## config.mk

```make
export PLATFORM = sky130hd
export DESIGN_NAME = cpu_regfile_flat
export DESIGN_NICKNAME = d
export VERILOG_FILES = /design/src/rtl/cpu_regfile_pkg.sv /design/src/rtl/cpu_regfile_if.sv /design/src/rtl/cpu_regfile_operand_mux.sv /design/src/rtl/cpu_regfile.sv /design/src/flat_wrapper.sv
export SDC_FILE = /design/constraint.sdc
export NUM_CORES = 1
export LEC_CHECK = 0
export CORE_ASPECT_RATIO = 1.5
export CORE_MARGIN = 5
export CORE_UTILIZATION = 41
export DETAILED_ROUTE_END_ITERATION = 10
export HOLD_SLACK_MARGIN = 0.15
export PLACE_DENSITY = 0.82
export SYNTH_ARGS = -nofsm -noshare
export SYNTH_HDL_FRONTEND = slang
export SYNTH_SLANG_ARGS = --single-unit
```

## constraint.sdc

```tcl
create_clock -name clk -period 1.8 [get_ports clk]
set_input_delay 0.18 -clock clk [delete_from_list [all_inputs] [get_ports clk]]
set_output_delay 0.18 -clock clk [all_outputs]
set_load 0.005 [all_outputs]
```

## src/rtl/cpu_regfile_pkg.sv

```systemverilog
// cpu_regfile_pkg: shared register select/destination encodings and P flag bit indices
package cpu_regfile_pkg;
    typedef enum logic [2:0] {RS_A, RS_X, RS_Y, RS_SP, RS_P, RS_DIN, RS_ZERO} reg_sel_t;
    typedef enum logic [2:0] {RD_NONE, RD_A, RD_X, RD_Y, RD_SP, RD_P} reg_dst_t;
    localparam int FLAG_C = 0;
    localparam int FLAG_Z = 1;
    localparam int FLAG_I = 2;
    localparam int FLAG_D = 3;
    localparam int FLAG_B = 4;
    localparam int FLAG_U = 5;
    localparam int FLAG_V = 6;
    localparam int FLAG_N = 7;
endpackage

```

## src/rtl/cpu_regfile_if.sv

```systemverilog
// cpu_regfile_if: register file control/data bus between decoder+ALU (master) and register file (slave)
//  master drives: src1_sel, src2_sel, data_in, alu_out, alu_status, dst_sel, dst_from_din,
//                 status_we, sp_inc, sp_dec, brk_push
//  slave drives:  alu_in1, alu_in2, alu_p, reg_a, reg_x, reg_y, reg_sp, p_push, irq_mask
interface cpu_regfile_if;
    import cpu_regfile_pkg::*;
    reg_sel_t   src1_sel;
    reg_sel_t   src2_sel;
    logic [7:0] data_in;
    logic [7:0] alu_out;
    logic [7:0] alu_status;
    reg_dst_t   dst_sel;
    logic       dst_from_din;
    logic       status_we;
    logic       sp_inc;
    logic       sp_dec;
    logic       brk_push;
    logic [7:0] alu_in1;
    logic [7:0] alu_in2;
    logic [7:0] alu_p;
    logic [7:0] reg_a;
    logic [7:0] reg_x;
    logic [7:0] reg_y;
    logic [7:0] reg_sp;
    logic [7:0] p_push;
    logic       irq_mask;
    modport master (
        output src1_sel, src2_sel, data_in, alu_out, alu_status, dst_sel, dst_from_din,
               status_we, sp_inc, sp_dec, brk_push,
        input  alu_in1, alu_in2, alu_p, reg_a, reg_x, reg_y, reg_sp, p_push, irq_mask
    );
    modport slave (
        input  src1_sel, src2_sel, data_in, alu_out, alu_status, dst_sel, dst_from_din,
               status_we, sp_inc, sp_dec, brk_push,
        output alu_in1, alu_in2, alu_p, reg_a, reg_x, reg_y, reg_sp, p_push, irq_mask
    );
endinterface

```

## src/rtl/cpu_regfile_operand_mux.sv

```systemverilog
// cpu_operand_mux: selects one ALU operand from the registers or bus data
//  sel in 3 source select; a,x,y,sp,p,din in 8 candidates; out out 8 selected operand
module cpu_operand_mux
    import cpu_regfile_pkg::*;
(
    input  reg_sel_t   sel,
    input  logic [7:0] a,
    input  logic [7:0] x,
    input  logic [7:0] y,
    input  logic [7:0] sp,
    input  logic [7:0] p,
    input  logic [7:0] din,
    output logic [7:0] out
);
    always_comb begin
        out = 8'h00;
        case (sel)
            RS_A:    out = a;
            RS_X:    out = x;
            RS_Y:    out = y;
            RS_SP:   out = sp;
            RS_P:    out = p;
            RS_DIN:  out = din;
            default: out = 8'h00;
        endcase
    end
endmodule

```

## src/rtl/cpu_regfile.sv

```systemverilog
// cpu_regfile: 6502 A/X/Y/SP/P register file with ALU operand muxing, SP inc/dec and P push byte
//  clk, rst in 1 clock and synchronous active-high reset; bus slave modport carries all other signals
module cpu_regfile
    import cpu_regfile_pkg::*;
#(
    parameter logic [7:0] SP_RESET = 8'hFD,
    parameter logic [7:0] P_RESET  = 8'h34
)(
    input  logic         clk,
    input  logic         rst,
    cpu_regfile_if.slave bus
);
    logic [7:0] a, x, y, sp, p, wd;
    assign wd = bus.dst_from_din ? bus.data_in : bus.alu_out;
    cpu_operand_mux u_mux1 (.sel(bus.src1_sel), .a(a), .x(x), .y(y), .sp(sp), .p(p), .din(bus.data_in), .out(bus.alu_in1));
    cpu_operand_mux u_mux2 (.sel(bus.src2_sel), .a(a), .x(x), .y(y), .sp(sp), .p(p), .din(bus.data_in), .out(bus.alu_in2));
    always_ff @(posedge clk) begin
        if (rst) begin
            a  <= 8'h00;
            x  <= 8'h00;
            y  <= 8'h00;
            sp <= SP_RESET;
            p  <= P_RESET;
        end else begin
            if (bus.dst_sel == RD_A) a <= wd;
            if (bus.dst_sel == RD_X) x <= wd;
            if (bus.dst_sel == RD_Y) y <= wd;
            if (bus.dst_sel == RD_SP) sp <= wd;
            else if (bus.sp_inc ^ bus.sp_dec) sp <= bus.sp_inc ? sp + 8'd1 : sp - 8'd1;
            // pulled P never stores B; U always reads 1
            if (bus.dst_sel == RD_P) p <= {wd[7:6], 2'b10, wd[3:0]};
            else if (bus.status_we) p <= bus.alu_status | 8'h20;
        end
    end
    assign bus.alu_p    = p;
    assign bus.reg_a    = a;
    assign bus.reg_x    = x;
    assign bus.reg_y    = y;
    assign bus.reg_sp   = sp;
    assign bus.p_push   = {p[7:6], 1'b1, bus.brk_push, p[3:0]};
    assign bus.irq_mask = p[FLAG_I];
endmodule
```

## src/flat_wrapper.sv

```systemverilog
// flat-port wrapper written by rule: the top's interface ports become plain ports
module cpu_regfile_flat import cpu_regfile_pkg::*;
#(
    parameter logic [7:0] SP_RESET = 8'hFD,
    parameter logic [7:0] P_RESET  = 8'h34
)
  (clk, rst, bus_src1_sel, bus_src2_sel, bus_data_in, bus_alu_out, bus_alu_status, bus_dst_sel, bus_dst_from_din, bus_status_we, bus_sp_inc, bus_sp_dec, bus_brk_push, bus_alu_in1, bus_alu_in2, bus_alu_p, bus_reg_a, bus_reg_x, bus_reg_y, bus_reg_sp, bus_p_push, bus_irq_mask);
  cpu_regfile_if bus_i ();
  input  logic clk;
  input  logic rst;
  input wire logic [$bits(bus_i.src1_sel)-1:0] bus_src1_sel;
  input wire logic [$bits(bus_i.src2_sel)-1:0] bus_src2_sel;
  input wire logic [$bits(bus_i.data_in)-1:0] bus_data_in;
  input wire logic [$bits(bus_i.alu_out)-1:0] bus_alu_out;
  input wire logic [$bits(bus_i.alu_status)-1:0] bus_alu_status;
  input wire logic [$bits(bus_i.dst_sel)-1:0] bus_dst_sel;
  input wire logic [$bits(bus_i.dst_from_din)-1:0] bus_dst_from_din;
  input wire logic [$bits(bus_i.status_we)-1:0] bus_status_we;
  input wire logic [$bits(bus_i.sp_inc)-1:0] bus_sp_inc;
  input wire logic [$bits(bus_i.sp_dec)-1:0] bus_sp_dec;
  input wire logic [$bits(bus_i.brk_push)-1:0] bus_brk_push;
  output wire logic [$bits(bus_i.alu_in1)-1:0] bus_alu_in1;
  output wire logic [$bits(bus_i.alu_in2)-1:0] bus_alu_in2;
  output wire logic [$bits(bus_i.alu_p)-1:0] bus_alu_p;
  output wire logic [$bits(bus_i.reg_a)-1:0] bus_reg_a;
  output wire logic [$bits(bus_i.reg_x)-1:0] bus_reg_x;
  output wire logic [$bits(bus_i.reg_y)-1:0] bus_reg_y;
  output wire logic [$bits(bus_i.reg_sp)-1:0] bus_reg_sp;
  output wire logic [$bits(bus_i.p_push)-1:0] bus_p_push;
  output wire logic [$bits(bus_i.irq_mask)-1:0] bus_irq_mask;
  assign bus_i.src1_sel = bus_src1_sel;
  assign bus_i.src2_sel = bus_src2_sel;
  assign bus_i.data_in = bus_data_in;
  assign bus_i.alu_out = bus_alu_out;
  assign bus_i.alu_status = bus_alu_status;
  assign bus_i.dst_sel = bus_dst_sel;
  assign bus_i.dst_from_din = bus_dst_from_din;
  assign bus_i.status_we = bus_status_we;
  assign bus_i.sp_inc = bus_sp_inc;
  assign bus_i.sp_dec = bus_sp_dec;
  assign bus_i.brk_push = bus_brk_push;
  assign bus_alu_in1 = bus_i.alu_in1;
  assign bus_alu_in2 = bus_i.alu_in2;
  assign bus_alu_p = bus_i.alu_p;
  assign bus_reg_a = bus_i.reg_a;
  assign bus_reg_x = bus_i.reg_x;
  assign bus_reg_y = bus_i.reg_y;
  assign bus_reg_sp = bus_i.reg_sp;
  assign bus_p_push = bus_i.p_push;
  assign bus_irq_mask = bus_i.irq_mask;
  cpu_regfile #(.SP_RESET(SP_RESET), .P_RESET(P_RESET)) u_core (.clk(clk), .rst(rst), .bus(bus_i));
endmodule
```

Word level (Yosys, flattened, before mapping)
Cells that the tools add are included.

storage, ports and cells
  bits in registers = 39
  latch bits = 0
  RAM bits = 0
  memory bits (read-only) = 0
  output and inout bits = 65
  memories = 0

cells by class
  add/subtract/negate cells = 2
  multipliers = 0
  divide/modulo/power cells = 0
  $lt $le $gt $ge = 0
  eq/ne operators = 15
  shift-type cells = 0
  muxes and demuxes = 8
  bitwise operators = 1
  reductions and logical operators = 4

operator list
  cell                   number
  $pmux W8 S6            2
  $mux W8                6
  $eq A3 B2 Y1 const B   6
  $eq A3 B3 Y1 const B   6
  $eq A3 B1 Y1 const B   3
  $add A8 B1 Y8 const B  1
  $sub A8 B1 Y8 const B  1
  $logic_not A3 Y1       2
  $reduce_bool A2 Y1     2
  $xor A1 B1 Y1          1

Logic depth before layout (Yosys ltp)
Gate-level depths: netlist of the first run.

  depth in word-level cells = 4
  mapped depth = 7
  gate-level depth less buffers = 7

Modules after synthesis
A second synthesis of the first run with hierarchy kept.

second synthesis, totals
  cell total of the unflattened synthesis = 333
  area total of the unflattened synthesis = 2984.1 um^2

by module, submodules not included
  module           instances  cells each  area an instance (um^2)  seq. area each (um^2)
  cpu_regfile      1          225         2063.2                   780.7
  cpu_operand_mux  2          54          460.4                    0.0

Worst setup path after synthesis of the first run
Ideal clock, no wire load.

  path kind = reg-to-reg
  start = register u_core.sp[1], in the netlist u_core.bus.reg_sp[1]
  end = register u_core.sp[7], in the netlist u_core.bus.reg_sp[7]
  library setup time = 0.122 ns
  data arrival time = 1.849 ns
  path slack = -0.171 ns
  stages on the path, launching flop included = 7
  clock period less this slack = 1.971 ns
  path through = dfxtp_1 > ha_1 > a211oi_1 > nor3_2 > mux2i_1 > or3_1 > a311o_1

between the ends
  longest elaborated chain between the ends = 4
  elaborated cells on any way between the ends = 5
  those cells by class = 2 x add/sub; 3 x mux

RTL lines
  what                                                   line               source
  start, declared                                        cpu_regfile.sv:13  logic [7:0] a, x, y, sp, p, wd;
  start signal, assigned                                 cpu_regfile.sv:28  if (bus.dst_sel == RD_SP) sp <= wd;
  start signal, assigned                                 cpu_regfile.sv:29  else if (bus.sp_inc ^ bus.sp_dec) sp <= bus.sp_inc ? sp + 8'd1 : sp - 8'd1;
  $sub A8 B1 Y8 / $add A8 B1 Y8 (equally long branches)  cpu_regfile.sv:29
  $mux W8 (*) (2 in series)                              cpu_regfile.sv:29
  $mux W8 (*)                                            cpu_regfile.sv:28

Every way passes the cells marked *; elsewhere a longest branch is shown, timed or not. The select of a mux whose other input is x is not followed.
A chain may end at the register's enable or synchronous reset.

Worst setup path after layout of the first run
  start = register u_core.sp[6], in the netlist u_core.bus.reg_sp[6]
  end = register u_core.sp[7], in the netlist u_core.bus.reg_sp[7]

The elaborated chain is that of the path after synthesis.

==> impl_metrics.tcl, run 1 <==
set metrics [dict create \
    status "complete, but fails checks" \
    violations "negative setup slack" \
    avgSynthCellArea_um2 8.18 \
    muxShareOfSynthArea_pct 17.7 \
    insertion_delay_ns 0.29 \
    synth_xor_area_share_pct 1.57 \
    syn_inst 342 \
    skew_ns 0.00289 \
    synthArstFlopShare_pct 0 \
    holdWs_ns 0.360 \
    post-route-period-util_pct 104 \
    critPathRequiredTime_ns 1.98 \
    layout_commonest_cell "clkdlybuf4s50_1" \
    grt_overflow_total 0 \
    grt_use_total_pct 24.1 \
    slowest_stage "or3b_4" \
    fin_ws_ns -0.0641 \
    hpwl_um 8080 \
    p_leak_nw 1.90 \
    slew_headroom_pct 58.4 \
    clock-sinks 39 \
    reg2reg_depth 6 \
    tightest_slew_ns 0.622 \
    cp.depth 6 \
    grt_pass1_wl_um 16900 \
    dieArea_mm2 0.00861 \
    place_ws_ns -0.716 \
    place_congestion 0.948 \
    crit_buf_inv 0 \
    wire_per_inst_um 20.3 \
    crit_type "reg2reg" \
    first_pass_iters 6 \
    yosysTopAreaCellShare_pct 27.9 \
    viasPerCell 6.07 \
    crit_end "u_core.bus.reg_sp[7]$_SDFFE_PP1P_" \
    grt_antenna_before_repair 0 \
    maxSlewViolCount 0 \
    grt_max_degree 18 \
    synth-seq-area-share_pct 27.9 \
    root_buffer "clkbuf_8" \
    numCtsBuffers 5 \
    ys_types 47 \
    portBuffers 99 \
    start_kind "register" \
    clkTransAtPathRegs_ns 0.07 \
    critPathCaptureType "register" \
    cp_cell_sequence "ha_2 > or3b_4 > a211o_1 > mux2i_1 > o21ai_1 > a311o_1" \
    wl_um 11400 \
    critPathMaxFanout 2 \
    cp_top_family "compound AO/OA/AOI/OAI gates" \
    r2r-start "u_core.bus.reg_sp[6]$_SDFFE_PP1P_" \
    period_minus_slack_ns 1.86 \
    fin_area_mm2 0.00460 \
    hold_viol 0 \
    holdBufCountCts 0 \
    min_path_type "in2out" \
    drive_gt1_share_pct 29.5 \
    critical_path.startpoint "u_core.bus.reg_sp[6]$_SDFFE_PP1P_" \
    num_antenna_cells 0 \
    rsz0062_at_grt "yes" \
    synth-simple-area-share_pct 16.2 \
    die_x_um 77.4 \
    synth_compound_area_share_pct 26.1 \
    ant_nets 0 \
    drtIter0Drc 400 \
    synth_area_mm2 0.00280 \
    cts_tree "yes" \
    htree_num_levels 2 \
    cp_data_arrival_time_ns 2.04 \
    synth_edf_count 0 \
    pwr_density_cell_mw_per_mm2 676 \
    synth-adder-area-share_pct 3.40 \
    ys_seq_elements 39 \
    synth_area_leaders "dfxtp_1 (28%), mux2i_1 (10%), a211oi_1 (8.1%)" \
    row_count 37 \
    max_freq_ghz 0.536 \
    r2r_setup_slack_ns -0.06 \
    r2r-end "u_core.bus.reg_sp[7]$_SDFFE_PP1P_" \
    cpPeakStageDelay_ns 0.39 \
    finalNetCount 530 \
    yosysWarnings 0 \
    power_mw 3.11 \
    io_pins 105 \
    synth-main-ff-cell "dfxtp_1" \
    setup_viol 1 \
    synth_top_area_cell "dfxtp_1" \
    drcViolationCount 0 \
    maxCapViolCount 0 \
    cts_buffer_depth 2 \
    grt_pass1_vias 3445 \
    core_area_mm2 0.00676 \
    syn_to_final_growth_pct 64.6 \
    most-common-layout-cells "clkdlybuf4s50_1 (75), buf_4 (61), nor2_1 (57)" \
    initial_utilization_pct 41.4 \
    synth_top_family_by_area "compound AO/OA/AOI/OAI gates" \
    vias 3410 \
    ir_worst_vdd_mv 0.373 \
    die_y_um 111 \
    dpl-instance-area_mm2 0.00426 \
]
[power breakdown]
group	total, mW	switching, mW	internal [mW]
registers	1.03	0.0912	0.939
clock network	0.760	0.311	0.449
logic	1.32	0.589	0.730
[Yosys cell counts, drive strengths merged, types with 6 or more instances]
cell,instances
mux2,17
mux2i,28
o22ai,9
a31oi,7
clkbuf,22
nor2,59
a21oi,20
nor2b,7
a21o,6
a211oi,30
ha,6
dfxtp,39
o21ai,6
buf,15
nand2,11
a22oi,12
[flip-flops by register name, indices dropped and copies added (netlist names)]
signal	count
u_core.bus.reg_sp	8
u_core.bus.reg_y	8
u_core.bus.reg_a	8
u_core.bus.reg_x	8
u_core.bus.alu_p	7
[metal layers]
layer / global-route usage (%) / up-vias / part of all wire (%)
li1: - / 1530 / -
met1: 26.2 / 1617 / 35
met2: 42.6 / 208 / 51
met3: 3.74 / 55 / 7.5
met4: 15.1 / 0 / 6.1
met5: 0 / - / 0
[final cells by class]
class / count / area (um2)
clock inverters: 2 / 35.0
multi-input cells: 263 / 1970
clock buffers: 6 / 82.6
fillers: 491 / 2160
well taps: 78 / 97.6
flip-flops and latches: 39 / 802
inverters: 4 / 15.0
repair buffers: 170 / 1600
[through the flow]
step	TNS, ns	cells	utilization (%)
2_1_floorplan	-0.0274	343	-
3_3_place_gp	-7.27	548	63.0
3_5_place_dp	-8.36	548	63.0
4_1_cts	-0.0809	562	66.8
5_1_grt	-0.384	562	68.1
6_report	-0.0641	562	68.1
[kinds of logic after synthesis]
| logic type | after synthesis |
|---|---|
| fa+ha+maj | 7 |
| compound gates | 106 |
| flops | 39 |
| buf+inv | 41 |
| other cells | 1 |
| simple gates | 97 |
| xor+xnor | 5 |
| mux | 46 |
[repair_timing]
action                     4_1_cts  5_1_grt
setup endpoints to repair       21       12
gates cloned                     1        0
pin swaps                       10        6
buffers inserted                 5        0
gates resized for setup         53       29
[how the worst min path moves through the flow]
stage | startpoint | endpoint | slack, ns | cells after the start
global placement | bus_brk_push | bus_p_push[4] | 0.36 | 0
detailed placement | bus_brk_push | bus_p_push[4] | 0.36 | 0
finish | bus_brk_push | bus_p_push[4] | 0.36 | 0
global route | bus_brk_push | bus_p_push[4] | 0.36 | 0
floorplan | bus_dst_sel[1] | u_core.bus.reg_a[1]$_SDFFE_PP0N_ | 0.41 | 3
CTS | bus_brk_push | bus_p_push[4] | 0.36 | 0
(Power assumes the default switching activity.)
==> run 2: changes to the inputs <==
--- a/config.mk
+++ b/config.mk
@@ -9,6 +9,7 @@
 export CORE_MARGIN = 5
 export CORE_UTILIZATION = 41
 export DETAILED_ROUTE_END_ITERATION = 10
+export GPL_ROUTABILITY_DRIVEN = 0
 export HOLD_SLACK_MARGIN = 0.15
 export PLACE_DENSITY = 0.82
 export SYNTH_ARGS = -nofsm -noshare
==> results of run 2 <==
No change in the layout: final DEF, timing and power equal those of run 1.
==> run 3: changes to the inputs <==
--- a/config.mk
+++ b/config.mk
@@ -6,7 +6,7 @@
 export NUM_CORES = 1
 export LEC_CHECK = 0
 export CORE_ASPECT_RATIO = 1.5
-export CORE_MARGIN = 5
+export CORE_MARGIN = 2
 export CORE_UTILIZATION = 41
 export DETAILED_ROUTE_END_ITERATION = 10
 export GPL_ROUTABILITY_DRIVEN = 0
==> run 3 against run 2 <==
The flow still finishes with violations (negative setup slack). Total power shrank 5.7%. Sequential share of layout area grew 0.33 points. Cell count shrank 1.1%. Critical path depth is the same. Routed wire length shrank 7.6%. Setup slack gained 0.0086 ns. Clock power shrank 20%. Flip-flop and latch count is the same.
==> impl_metrics.tcl, run 3 (synthesized netlist as in run 1, its figures left out) <==
set metrics [dict create \
    core_area_mm2 0.00653 \
    wire_per_inst_um 18.9 \
    grt_use_total_pct 26.4 \
    critPathRequiredTime_ns 1.98 \
    numCtsBuffers 5 \
    slowest_stage "or3_1" \
    met3_usage_pct 3.95 \
    violations "negative setup slack" \
    hold_viol 0 \
    clkTransAtPathRegs_ns 0.07 \
    most-common-layout-cells "clkdlybuf4s50_1 (75), buf_4 (58), nor2_1 (57)" \
    wl_um 10500 \
    top_usage_layer "met2" \
    pwr_density_cell_mw_per_mm2 647 \
    crit_buf_inv 0 \
    max_freq_ghz 0.539 \
    finalNetCount 527 \
    layout_commonest_cell "clkdlybuf4s50_1" \
    maxSlewViolCount 0 \
    grt_overflow_total 0 \
    status "complete, but fails checks" \
    crit_type "reg2reg" \
    cpPeakStageDelay_ns 0.39 \
    cts_buffer_depth 2 \
    ir_worst_vdd_mv 0.517 \
    grt_pass1_wl_um 15800 \
    grt_antenna_before_repair 0 \
    ant_nets 0 \
    die_y_um 105 \
    dpl-instance-area_mm2 0.00425 \
    rsz0062_at_grt "yes" \
    vias 3375 \
    min_path_type "in2out" \
    cp_data_arrival_time_ns 2.04 \
    num_antenna_cells 0 \
    power_mw 2.93 \
    cp_top_family "compound AO/OA/AOI/OAI gates" \
    cp_cell_sequence "ha_4 > a21o_1 > a21oi_1 > o221ai_1 > or3_1 > a311o_1" \
    syn_to_final_growth_pct 62.1 \
    start_kind "register" \
    fin_area_mm2 0.00453 \
    post-route-period-util_pct 103 \
    critPathMaxFanout 3 \
    initial_utilization_pct 42.8 \
    grt_pass1_vias 3208 \
    drive_gt1_share_pct 29.2 \
    clock-sinks 39 \
    holdBufCountCts 0 \
    dieArea_mm2 0.00751 \
    insertion_delay_ns 0.30 \
    grt_max_degree 41 \
    cts_tree "yes" \
    grt_util_met2_pct 48.4 \
    first_pass_iters 5 \
    place_ws_ns -0.617 \
    hpwl_um 7460 \
    io_pins 105 \
    critPathCaptureType "register" \
    row_count 36 \
    skew_ns 0.00776 \
    gr-usage-met1_pct 29.4 \
    die_x_um 71.4 \
    drtIter0Drc 380 \
    maxCapViolCount 0 \
    p_leak_nw 1.85 \
    period_minus_slack_ns 1.86 \
    viasPerCell 6.07 \
    portBuffers 99 \
    drcViolationCount 0 \
    setup_viol 1 \
    htree_num_levels 2 \
    root_buffer "clkbuf_8" \
    fin_ws_ns -0.0555 \
]
-- run 3: where the power goes --
part           total [mW]  switching (mW)  internal, mW
Sequential           1.03          0.0891         0.941
Combinational        1.29           0.569         0.726
Clock               0.607           0.306         0.301
-- run 3: worst paths after layout --
check | startpoint | end | slack (ns) | cells after the start
max | u_core.bus.reg_sp[4]$_SDFFE_PP1P_ | u_core.bus.reg_sp[7]$_SDFFE_PP1P_ | -0.06 | 6
min | bus_brk_push | bus_p_push[4] | 0.36 | 0
max reg2reg | u_core.bus.reg_sp[4]$_SDFFE_PP1P_ | u_core.bus.reg_sp[7]$_SDFFE_PP1P_ | -0.06 | 6
min reg2reg | u_core.bus.reg_x[3]$_SDFFE_PP0N_ | u_core.bus.reg_x[3]$_SDFFE_PP0N_ | 0.52 | 2
-- run 3: timing repair --
item / 4_1_cts / 5_1_grt
setup endpoints to repair: 19 / 9
buffers inserted: 4 / 1
pin swaps: 12 / 10
resized for setup: 58 / 22
-- run 3: layout make-up --
class	count	area, um2
Inverter	4	18.8
Clock buffer	6	82.6
Multi-Input combinational cell	263	1960
Tap cell	76	95.1
Fill cell	483	2000
Clock inverter	1	5.00
Sequential cell	39	805
Timing Repair Buffer	167	1560
-- run 3: worst register-to-register path: cells and delay by family, from the launching register on --
family	cells	cell delay, ns
and+or+nand+nor	1	0.39
adders and majority gates	1	0.25
AOI/OAI and AO/OA	4	0.76
DFF	1	0.34
-- run 3: stage by stage --
stage                     setup TNS (ns)  utilization [%]  instances  hold slack, ns
after floorplan                  -0.0274                -        343           0.409
after global placement             -6.97             65.1        544           0.360
after detailed placement           -7.59             65.1        544           0.360
after CTS                        -0.0598             68.3        555           0.360
after global routing              -0.131             69.4        556           0.360
final                            -0.0555             69.4        556           0.360
-- run 3: routing by layer --
metal	wire (um)	vias to the layer above
li1	-	1531
met1	3780	1612
met2	5560	189
met3	769	43
met4	399	0
met5	0	-
